`src/rtl/cpu_pkg.sv`:
```
// Shared core definitions: datapath widths, opcode encodings and the
// hazard sequencer state type, used by decode, execute and pipeline control.
package cpu_pkg;
  localparam int OPW  = 4;
  localparam int REGW = 5;
  localparam int AW   = 16;
  localparam int CNTW = 16;

  localparam logic [OPW-1:0] NOP    = 4'd0;
  localparam logic [OPW-1:0] SUB    = 4'd1;
  localparam logic [OPW-1:0] ADD    = 4'd2;
  localparam logic [OPW-1:0] ADDI   = 4'd3;
  localparam logic [OPW-1:0] SHLLI  = 4'd4;
  localparam logic [OPW-1:0] SHRLI  = 4'd5;
  localparam logic [OPW-1:0] JUMP   = 4'd6;
  localparam logic [OPW-1:0] JUMPL  = 4'd7;
  localparam logic [OPW-1:0] JUMPG  = 4'd8;
  localparam logic [OPW-1:0] JUMPE  = 4'd9;
  localparam logic [OPW-1:0] JUMPNE = 4'd10;
  localparam logic [OPW-1:0] CMP    = 4'd11;
  localparam logic [OPW-1:0] LOAD   = 4'd12;
  localparam logic [OPW-1:0] LOADI  = 4'd13;
  localparam logic [OPW-1:0] STORE  = 4'd14;
  localparam logic [OPW-1:0] MOV    = 4'd15;

  typedef enum logic [1:0] {
    RUN    = 2'd0,
    LSTALL = 2'd1,
    SQUASH = 2'd2
  } state_t;
endpackage

```
`src/rtl/pipeline_hazard_ctrl_if.sv`:
```
// Decode/Execute observation signals and the stall/flush/redirect controls.
// The master side is the pipeline datapath; the slave side is the hazard controller.
interface pipeline_hazard_ctrl_if;
  import cpu_pkg::*;

  logic [OPW-1:0]  id_opcode;
  logic [REGW-1:0] id_src1_idx;
  logic [REGW-1:0] id_src2_idx;
  logic            id_src1_used;
  logic            id_src2_used;
  logic [OPW-1:0]  ex_opcode;
  logic [REGW-1:0] ex_dest_idx;
  logic            ex_zf;
  logic            ex_gf;
  logic            ex_lf;
  logic [AW-1:0]   ex_target;

  logic            stall_if;
  logic            flush_if_id;
  logic            flush_id_ex;
  logic            pc_sel;
  logic [AW-1:0]   pc_target;
  logic            flag_zf;
  logic            flag_gf;
  logic            flag_lf;
  logic [CNTW-1:0] stall_cnt;
  logic [CNTW-1:0] flush_cnt;
  state_t          dbg_state;

  modport master (
    output id_opcode, id_src1_idx, id_src2_idx, id_src1_used, id_src2_used,
    output ex_opcode, ex_dest_idx, ex_zf, ex_gf, ex_lf, ex_target,
    input  stall_if, flush_if_id, flush_id_ex, pc_sel, pc_target,
    input  flag_zf, flag_gf, flag_lf, stall_cnt, flush_cnt, dbg_state
  );

  modport slave (
    input  id_opcode, id_src1_idx, id_src2_idx, id_src1_used, id_src2_used,
    input  ex_opcode, ex_dest_idx, ex_zf, ex_gf, ex_lf, ex_target,
    output stall_if, flush_if_id, flush_id_ex, pc_sel, pc_target,
    output flag_zf, flag_gf, flag_lf, stall_cnt, flush_cnt, dbg_state
  );
endinterface

```
`src/rtl/sat_counter.sv`:
```
// Event counter that sticks at all-ones instead of wrapping.
module sat_counter #(
  parameter int CNTW = 16
) (
  input  logic            clk,
  input  logic            rst_n,
  input  logic            inc,
  output logic [CNTW-1:0] count
);
  always_ff @(posedge clk or negedge rst_n) begin
    if (!rst_n) begin
      count <= '0;
    end else if (inc && (count != '1)) begin
      count <= count + CNTW'(1);
    end
  end
endmodule

```
`src/rtl/pipeline_hazard_ctrl.sv`:
```
// Pipeline sequencer: load-use stalls, taken-branch flush/redirect, the
// architectural compare flags and saturating stall/flush counters.
module pipeline_hazard_ctrl
  import cpu_pkg::*;
(
  input logic                  clk,
  input logic                  rst_n,
  pipeline_hazard_ctrl_if.slave bus
);
  state_t state, state_nxt;
  logic   flag_zf, flag_gf, flag_lf;
  logic   taken, load_use;
  logic   stall_if, flush_if_id, flush_id_ex, pc_sel;
  logic   unused_id_opcode;

  // The controller only needs operand usage from ID, not the opcode itself.
  assign unused_id_opcode = ^bus.id_opcode;

  always_ff @(posedge clk or negedge rst_n) begin
    if (!rst_n) begin
      flag_zf <= 1'b0;
      flag_gf <= 1'b0;
      flag_lf <= 1'b0;
    end else if (bus.ex_opcode == CMP) begin
      flag_zf <= bus.ex_zf;
      flag_gf <= bus.ex_gf;
      flag_lf <= bus.ex_lf;
    end
  end

  always_ff @(posedge clk or negedge rst_n) begin
    if (!rst_n) state <= RUN;
    else        state <= state_nxt;
  end

  always_comb begin
    taken = 1'b0;
    case (bus.ex_opcode)
      JUMP:    taken = 1'b1;
      JUMPL:   taken = flag_lf;
      JUMPG:   taken = flag_gf;
      JUMPE:   taken = flag_zf;
      JUMPNE:  taken = !flag_zf;
      default: taken = 1'b0;
    endcase
  end

  assign load_use = (bus.ex_opcode == LOAD) &&
                    ((bus.id_src1_used && (bus.id_src1_idx == bus.ex_dest_idx)) ||
                     (bus.id_src2_used && (bus.id_src2_idx == bus.ex_dest_idx)));

  // Controls are gated by rst_n so a pending redirect vanishes the moment reset asserts.
  always_comb begin
    state_nxt   = RUN;
    stall_if    = 1'b0;
    flush_if_id = 1'b0;
    flush_id_ex = 1'b0;
    pc_sel      = 1'b0;
    if (rst_n) begin
      case (state)
        RUN, SQUASH: begin
          if (taken) begin
            pc_sel      = 1'b1;
            flush_if_id = 1'b1;
            flush_id_ex = 1'b1;
            state_nxt   = SQUASH;
          end else if (load_use) begin
            stall_if    = 1'b1;
            flush_id_ex = 1'b1;
            state_nxt   = LSTALL;
          end
        end
        default: state_nxt = RUN;
      endcase
    end
  end

  assign bus.stall_if    = stall_if;
  assign bus.flush_if_id = flush_if_id;
  assign bus.flush_id_ex = flush_id_ex;
  assign bus.pc_sel      = pc_sel;
  assign bus.pc_target   = pc_sel ? bus.ex_target : '0;
  assign bus.flag_zf     = flag_zf;
  assign bus.flag_gf     = flag_gf;
  assign bus.flag_lf     = flag_lf;
  assign bus.dbg_state   = state;

  sat_counter #(.CNTW(CNTW)) u_stall_cnt (
    .clk   (clk),
    .rst_n (rst_n),
    .inc   (stall_if),
    .count (bus.stall_cnt)
  );

  sat_counter #(.CNTW(CNTW)) u_flush_cnt (
    .clk   (clk),
    .rst_n (rst_n),
    .inc   (pc_sel),
    .count (bus.flush_cnt)
  );
endmodule

```
`src/flat_wrapper.sv`:
```
// flat-port wrapper written by rule: the top's interface ports become plain ports
module pipeline_hazard_ctrl_flat import cpu_pkg::*;
  (clk, rst_n, bus_id_opcode, bus_id_src1_idx, bus_id_src2_idx, bus_id_src1_used, bus_id_src2_used, bus_ex_opcode, bus_ex_dest_idx, bus_ex_zf, bus_ex_gf, bus_ex_lf, bus_ex_target, bus_stall_if, bus_flush_if_id, bus_flush_id_ex, bus_pc_sel, bus_pc_target, bus_flag_zf, bus_flag_gf, bus_flag_lf, bus_stall_cnt, bus_flush_cnt, bus_dbg_state);
  pipeline_hazard_ctrl_if bus_i ();
  input logic clk;
  input logic rst_n;
  input wire logic [$bits(bus_i.id_opcode)-1:0] bus_id_opcode;
  input wire logic [$bits(bus_i.id_src1_idx)-1:0] bus_id_src1_idx;
  input wire logic [$bits(bus_i.id_src2_idx)-1:0] bus_id_src2_idx;
  input wire logic [$bits(bus_i.id_src1_used)-1:0] bus_id_src1_used;
  input wire logic [$bits(bus_i.id_src2_used)-1:0] bus_id_src2_used;
  input wire logic [$bits(bus_i.ex_opcode)-1:0] bus_ex_opcode;
  input wire logic [$bits(bus_i.ex_dest_idx)-1:0] bus_ex_dest_idx;
  input wire logic [$bits(bus_i.ex_zf)-1:0] bus_ex_zf;
  input wire logic [$bits(bus_i.ex_gf)-1:0] bus_ex_gf;
  input wire logic [$bits(bus_i.ex_lf)-1:0] bus_ex_lf;
  input wire logic [$bits(bus_i.ex_target)-1:0] bus_ex_target;
  output wire logic [$bits(bus_i.stall_if)-1:0] bus_stall_if;
  output wire logic [$bits(bus_i.flush_if_id)-1:0] bus_flush_if_id;
  output wire logic [$bits(bus_i.flush_id_ex)-1:0] bus_flush_id_ex;
  output wire logic [$bits(bus_i.pc_sel)-1:0] bus_pc_sel;
  output wire logic [$bits(bus_i.pc_target)-1:0] bus_pc_target;
  output wire logic [$bits(bus_i.flag_zf)-1:0] bus_flag_zf;
  output wire logic [$bits(bus_i.flag_gf)-1:0] bus_flag_gf;
  output wire logic [$bits(bus_i.flag_lf)-1:0] bus_flag_lf;
  output wire logic [$bits(bus_i.stall_cnt)-1:0] bus_stall_cnt;
  output wire logic [$bits(bus_i.flush_cnt)-1:0] bus_flush_cnt;
  output wire logic [$bits(bus_i.dbg_state)-1:0] bus_dbg_state;
  assign bus_i.id_opcode = bus_id_opcode;
  assign bus_i.id_src1_idx = bus_id_src1_idx;
  assign bus_i.id_src2_idx = bus_id_src2_idx;
  assign bus_i.id_src1_used = bus_id_src1_used;
  assign bus_i.id_src2_used = bus_id_src2_used;
  assign bus_i.ex_opcode = bus_ex_opcode;
  assign bus_i.ex_dest_idx = bus_ex_dest_idx;
  assign bus_i.ex_zf = bus_ex_zf;
  assign bus_i.ex_gf = bus_ex_gf;
  assign bus_i.ex_lf = bus_ex_lf;
  assign bus_i.ex_target = bus_ex_target;
  assign bus_stall_if = bus_i.stall_if;
  assign bus_flush_if_id = bus_i.flush_if_id;
  assign bus_flush_id_ex = bus_i.flush_id_ex;
  assign bus_pc_sel = bus_i.pc_sel;
  assign bus_pc_target = bus_i.pc_target;
  assign bus_flag_zf = bus_i.flag_zf;
  assign bus_flag_gf = bus_i.flag_gf;
  assign bus_flag_lf = bus_i.flag_lf;
  assign bus_stall_cnt = bus_i.stall_cnt;
  assign bus_flush_cnt = bus_i.flush_cnt;
  assign bus_dbg_state = bus_i.dbg_state;
  pipeline_hazard_ctrl u_core (.clk(clk), .rst_n(rst_n), .bus(bus_i));
endmodule
```
`config.mk`:
```
export PLATFORM = sky130hd
export DESIGN_NAME = pipeline_hazard_ctrl_flat
export DESIGN_NICKNAME = d
export VERILOG_FILES = /design/src/rtl/cpu_pkg.sv /design/src/rtl/pipeline_hazard_ctrl_if.sv /design/src/rtl/sat_counter.sv /design/src/rtl/pipeline_hazard_ctrl.sv /design/src/flat_wrapper.sv
export SDC_FILE = /design/constraint.sdc
export NUM_CORES = 1
export LEC_CHECK = 0
export ABC_AREA = 0
export CAP_MARGIN = 10
export CORE_AREA = 2 2 78 80
export CTS_CLUSTER_SIZE = 14
export DETAILED_ROUTE_END_ITERATION = 16
export DIE_AREA = 0 0 80 82
export PLACE_DENSITY = 0.73
export SYNTH_ARGS = -nofsm -noshare
export SYNTH_HDL_FRONTEND = slang
export SYNTH_SLANG_ARGS = --single-unit
export TNS_END_PERCENT = 50
```
`constraint.sdc`:
```
create_clock -name clk -period 2 [get_ports clk]
set_input_delay 0.2 -clock clk [delete_from_list [all_inputs] [get_ports clk]]
set_output_delay 0.2 -clock clk [all_outputs]
set_load 0.01 [all_outputs]
```
==> metrics.md <==
| Metric | Value |
|---|---|
| Run status | `finished, violations left` |
| Failing checks | `hold timing` |
| Final hold violation count | `37` |
| Pint | `1.41 mW` |
| Top Family by Delay on Critical Path | `multiplexers` |
| WL final | `5400 µm` |
| Clk_skew | `0.00319 ns` |
| Area growth syn-to-layout | `68.5%` |
| Total die area | `6560 µm²` |
| Gr usage total | `15.9%` |
| Via density per instance | `4.75` |
| Via count | `1885` |
| Worst hold margin | `-0.00778 ns` |
| Commonest non-fill, non-tap cell in the layout | `clkdlybuf4s50_1` |
| Synth cell types | `33` |
| Max-cap viol count | `0` |
| Largest net degree at the start of global routing | `38` |
| Simple-gate share of the synthesized area | `24.3%` |
| Port Buffers | `98` |
| Seq/Total Area, Yosys | `45.9%` |
| Syn Area/Cell | `10.4 µm²` |
| CTS sink count | `37` |
| NetSw | `0.519 mW` |
| Worst Path Buf+Inv | `3` |
| Clock group share of total power | `27.7%` |
| Power density over cell area | `566 nW/µm²` |
| First-pass GRT wire length | `8080 µm` |
| Slew HR | `63.8%` |
| CP max stage delay | `0.36 ns` |
| Initial antenna violation count | `0` |
| Synthesized-area fraction occupied by adder cells | `1.24%` |
| Slowest-stage cell, CP | `dfrtp_1` |
| Unrepaired setup endpoints after global routing | `yes` |
| Fin area | `3400 µm²` |
| Netlist Area Pre-Place | `2020 µm²` |
| IO Pins | `103` |
| Peak VDD IR | `477 µV` |
| Cell Area, Placed | `3220 µm²` |
| Deepest clock path buffer count | `2` |
| Compound-Gate Fraction of Synth Area | `6.89%` |
| Worst hold-check path type | `in -> async` |
| Util after Layout | `59.1%` |
| CTS tree | `done` |
| Core footprint | `5750 µm²` |
| Pleak | `1.49 nW` |
| Cell repeated most along the worst path | `buf_6` |
| GP Congestion | `0.785` |
| Die Y | `82 µm` |
| Antenna Cells | `0` |
| Number of global-route vias before repair | `1804` |
| Synth warn | `0` |
| Pre-CTS WS | `-0.319 ns` |
| Comb power frac | `27.4%` |
| Most used routing layer | `met2` |
| Fin. max-slew vios | `0` |
| Final layout net count | `370` |
| DR WL/cell | `13.6 µm` |
| Die width | `80 µm` |
| Root buffer cell | `clkbuf_8` |
| DRC | `0` |
| Worst-Margin Slew | `0.538 ns` |
| Initial DRC Count | `65` |
| Switching part of the total | `27.0%` |
| Period utilization | `97.4%` |
| Std cell rows | `28` |
| CTS buffer count | `5` |
| Most frequent cells in the layout | `clkdlybuf4s50_1, dfrtp_1, xnor2_1` |
| Crit-path cells | `mux2i_1 -> o311ai_2 -> a21oi_1 -> buf_4 -> buf_6 -> a21boi_4 -> buf_6 -> mux2_4` |
| GRT overflow | `0` |
| GR met1 Demand/Resource | `18.5%` |
| Setup crit end kind | `register` |
| Highest Clock Rate | `513 MHz` |
| Combinational family with the most area after synthesis | `simple AND/OR/NAND/NOR gates` |
| Met3 usage | `4.62%` |
| Post-synthesis instance total | `193` |
| Overall power | `1.92 mW` |
| Share of layout cells above drive strength 1 | `22.7%` |
| Clock latency at the later pin of the worst-skew pair | `0.29 ns` |
| Fin worst setup slack | `0.0514 ns` |
| Setup-failing EPs final | `0` |
| WS Path Type | `reg -> reg` |
| Remaining antenna violation count | `0` |
| Htree depth | `2` |
| Mux cell area share after synthesis | `3.85%` |
| Critical Path RT | `2.18 ns` |
| Worst-path maximum fanout | `5` |
| Flop pwr share | `44.9%` |
| Crit path DAT | `2.12 ns` |
| Met2 Use GR | `27.4%` |
| Detail Placement HPWL | `3800 µm` |
| Fin crit period | `1.95 ns` |
| Xor/xnor share of the synthesized area | `16.1%` |
| Drt pass-1 iters | `4` |
| Startpoint Class | `register` |
| Syn nets | `241` |
| Synthesized flop and latch total | `37` |
| Starting Density | `35.1%` |
| Clock-pin slew on the worst setup and hold paths | `0.07 ns` |
## cell usage after synthesis
cell      count  area share, %
clkbuf_1      3           0.56
dfrtp_1      37             46
a311oi_4      1            1.3
nand4_1      14            4.3
and3_1        4            1.2
a21boi_2      1           0.56
or2b_1        1           0.37
and4b_1       1           0.50
a31oi_1       1           0.31
xnor2_1      33             14
o311ai_0      1           0.43
and2_1       18            5.6
and4_1        1           0.43
nor3_1        1           0.25
a41oi_4       1            1.4
o32a_4        1            1.1
nand2_1      19            3.5
a21oi_1       3           0.74
nand4b_1      1           0.43
mux2i_1       1           0.50
a211oi_2      1           0.62
o22a_1        1           0.43
mux2_2        6            3.4
nor4_1        1           0.31
and2b_1       1           0.37
nor2b_1       1           0.31
ha_1          2            1.2
buf_4         2           0.74
nand3_1      16            4.0
inv_1         2           0.37
xor2_1        4            1.7
nand2b_1      2           0.62
nor2_1       11            2.0
## through the flow
| stage | instances | setup TNS, ns |
|---|---|---|
| 2_1_floorplan | 193 | 0 |
| 3_3_place_gp | 383 | -8.50 |
| 3_5_place_dp | 383 | -10.21 |
| 4_1_cts | 393 | -0.00418 |
| 5_1_grt | 397 | -1.07 |
| 6_report | 397 | 0 |
## logic make-up (layout without fill, tap and decap cells)
family / after synthesis / count (layout)
flip-flops: 37 / 37
adder cells (fa/ha/maj): 2 / 2
XOR/XNOR: 37 / 37
buffers and inverters: 7 / 136
multiplexers: 7 / 7
AND/OR/NAND/NOR: 92 / 92
AO/OA/AOI/OAI: 11 / 11
## power by group through the flow
stage	combinational, mW	clock (mW)	sequential (mW)
6_report	0.527	0.532	0.865
5_1_grt	0.575	0.582	0.873
4_1_cts	0.498	0.550	0.865
3_5_place_dp	0.490	0	0.880
3_3_place_gp	0.477	0	0.877
2_1_floorplan	0.137	0	0.904
## per-layer routing
layer	part of all wire (%)	wire, µm	vias up
li1	-	-	920
met1	41	2240	878
met2	48	2610	79
met3	9.1	491	8
met4	1.2	64	0
met5	0	0	-
## final timing paths
path                                                          from  slack [ns]  cells after the start                                       end
setup / recovery                    u_core.bus.flag_zf$_DFFE_PN0N_        0.05                      8   u_core.u_flush_cnt.count[1]$_DFFE_PN0P_
hold / removal                                               rst_n      -0.008                      2   u_core.u_flush_cnt.count[9]$_DFFE_PN0P_
setup reg to reg                    u_core.bus.flag_zf$_DFFE_PN0N_        0.05                      8   u_core.u_flush_cnt.count[1]$_DFFE_PN0P_
hold reg to reg            u_core.u_stall_cnt.count[8]$_DFFE_PN0P_        0.49                      1   u_core.u_stall_cnt.count[8]$_DFFE_PN0P_
max in group asynchronous                                    rst_n        1.68                      2  u_core.u_stall_cnt.count[13]$_DFFE_PN0P_
min in group clk           u_core.u_stall_cnt.count[8]$_DFFE_PN0P_        0.49                      1   u_core.u_stall_cnt.count[8]$_DFFE_PN0P_
## final cells by class
cell class	instances	area (µm²)
well taps	75	93.8
repair buffers	127	1190
clock buffers	7	86.3
multi-input cells	149	1100
inverters	2	7.51
fillers	534	2350
flip-flops and latches	37	926
## what timing repair did
action	4_1_cts	5_1_grt
cloned	1	3
buffers inserted	2	1
resized for setup	36	65
setup endpoints to repair	21	35
hold buffers	0	0
pin swaps	1	14
## flip-flops by register name, indices dropped and copies added, names as in the netlist
name,cells
u_core.bus.dbg_state,2
u_core.bus.flag_gf,1
u_core.bus.flag_lf,1
u_core.bus.flag_zf,1
u_core.u_flush_cnt.count,16
u_core.u_stall_cnt.count,16
(Power assumes the default switching activity.)
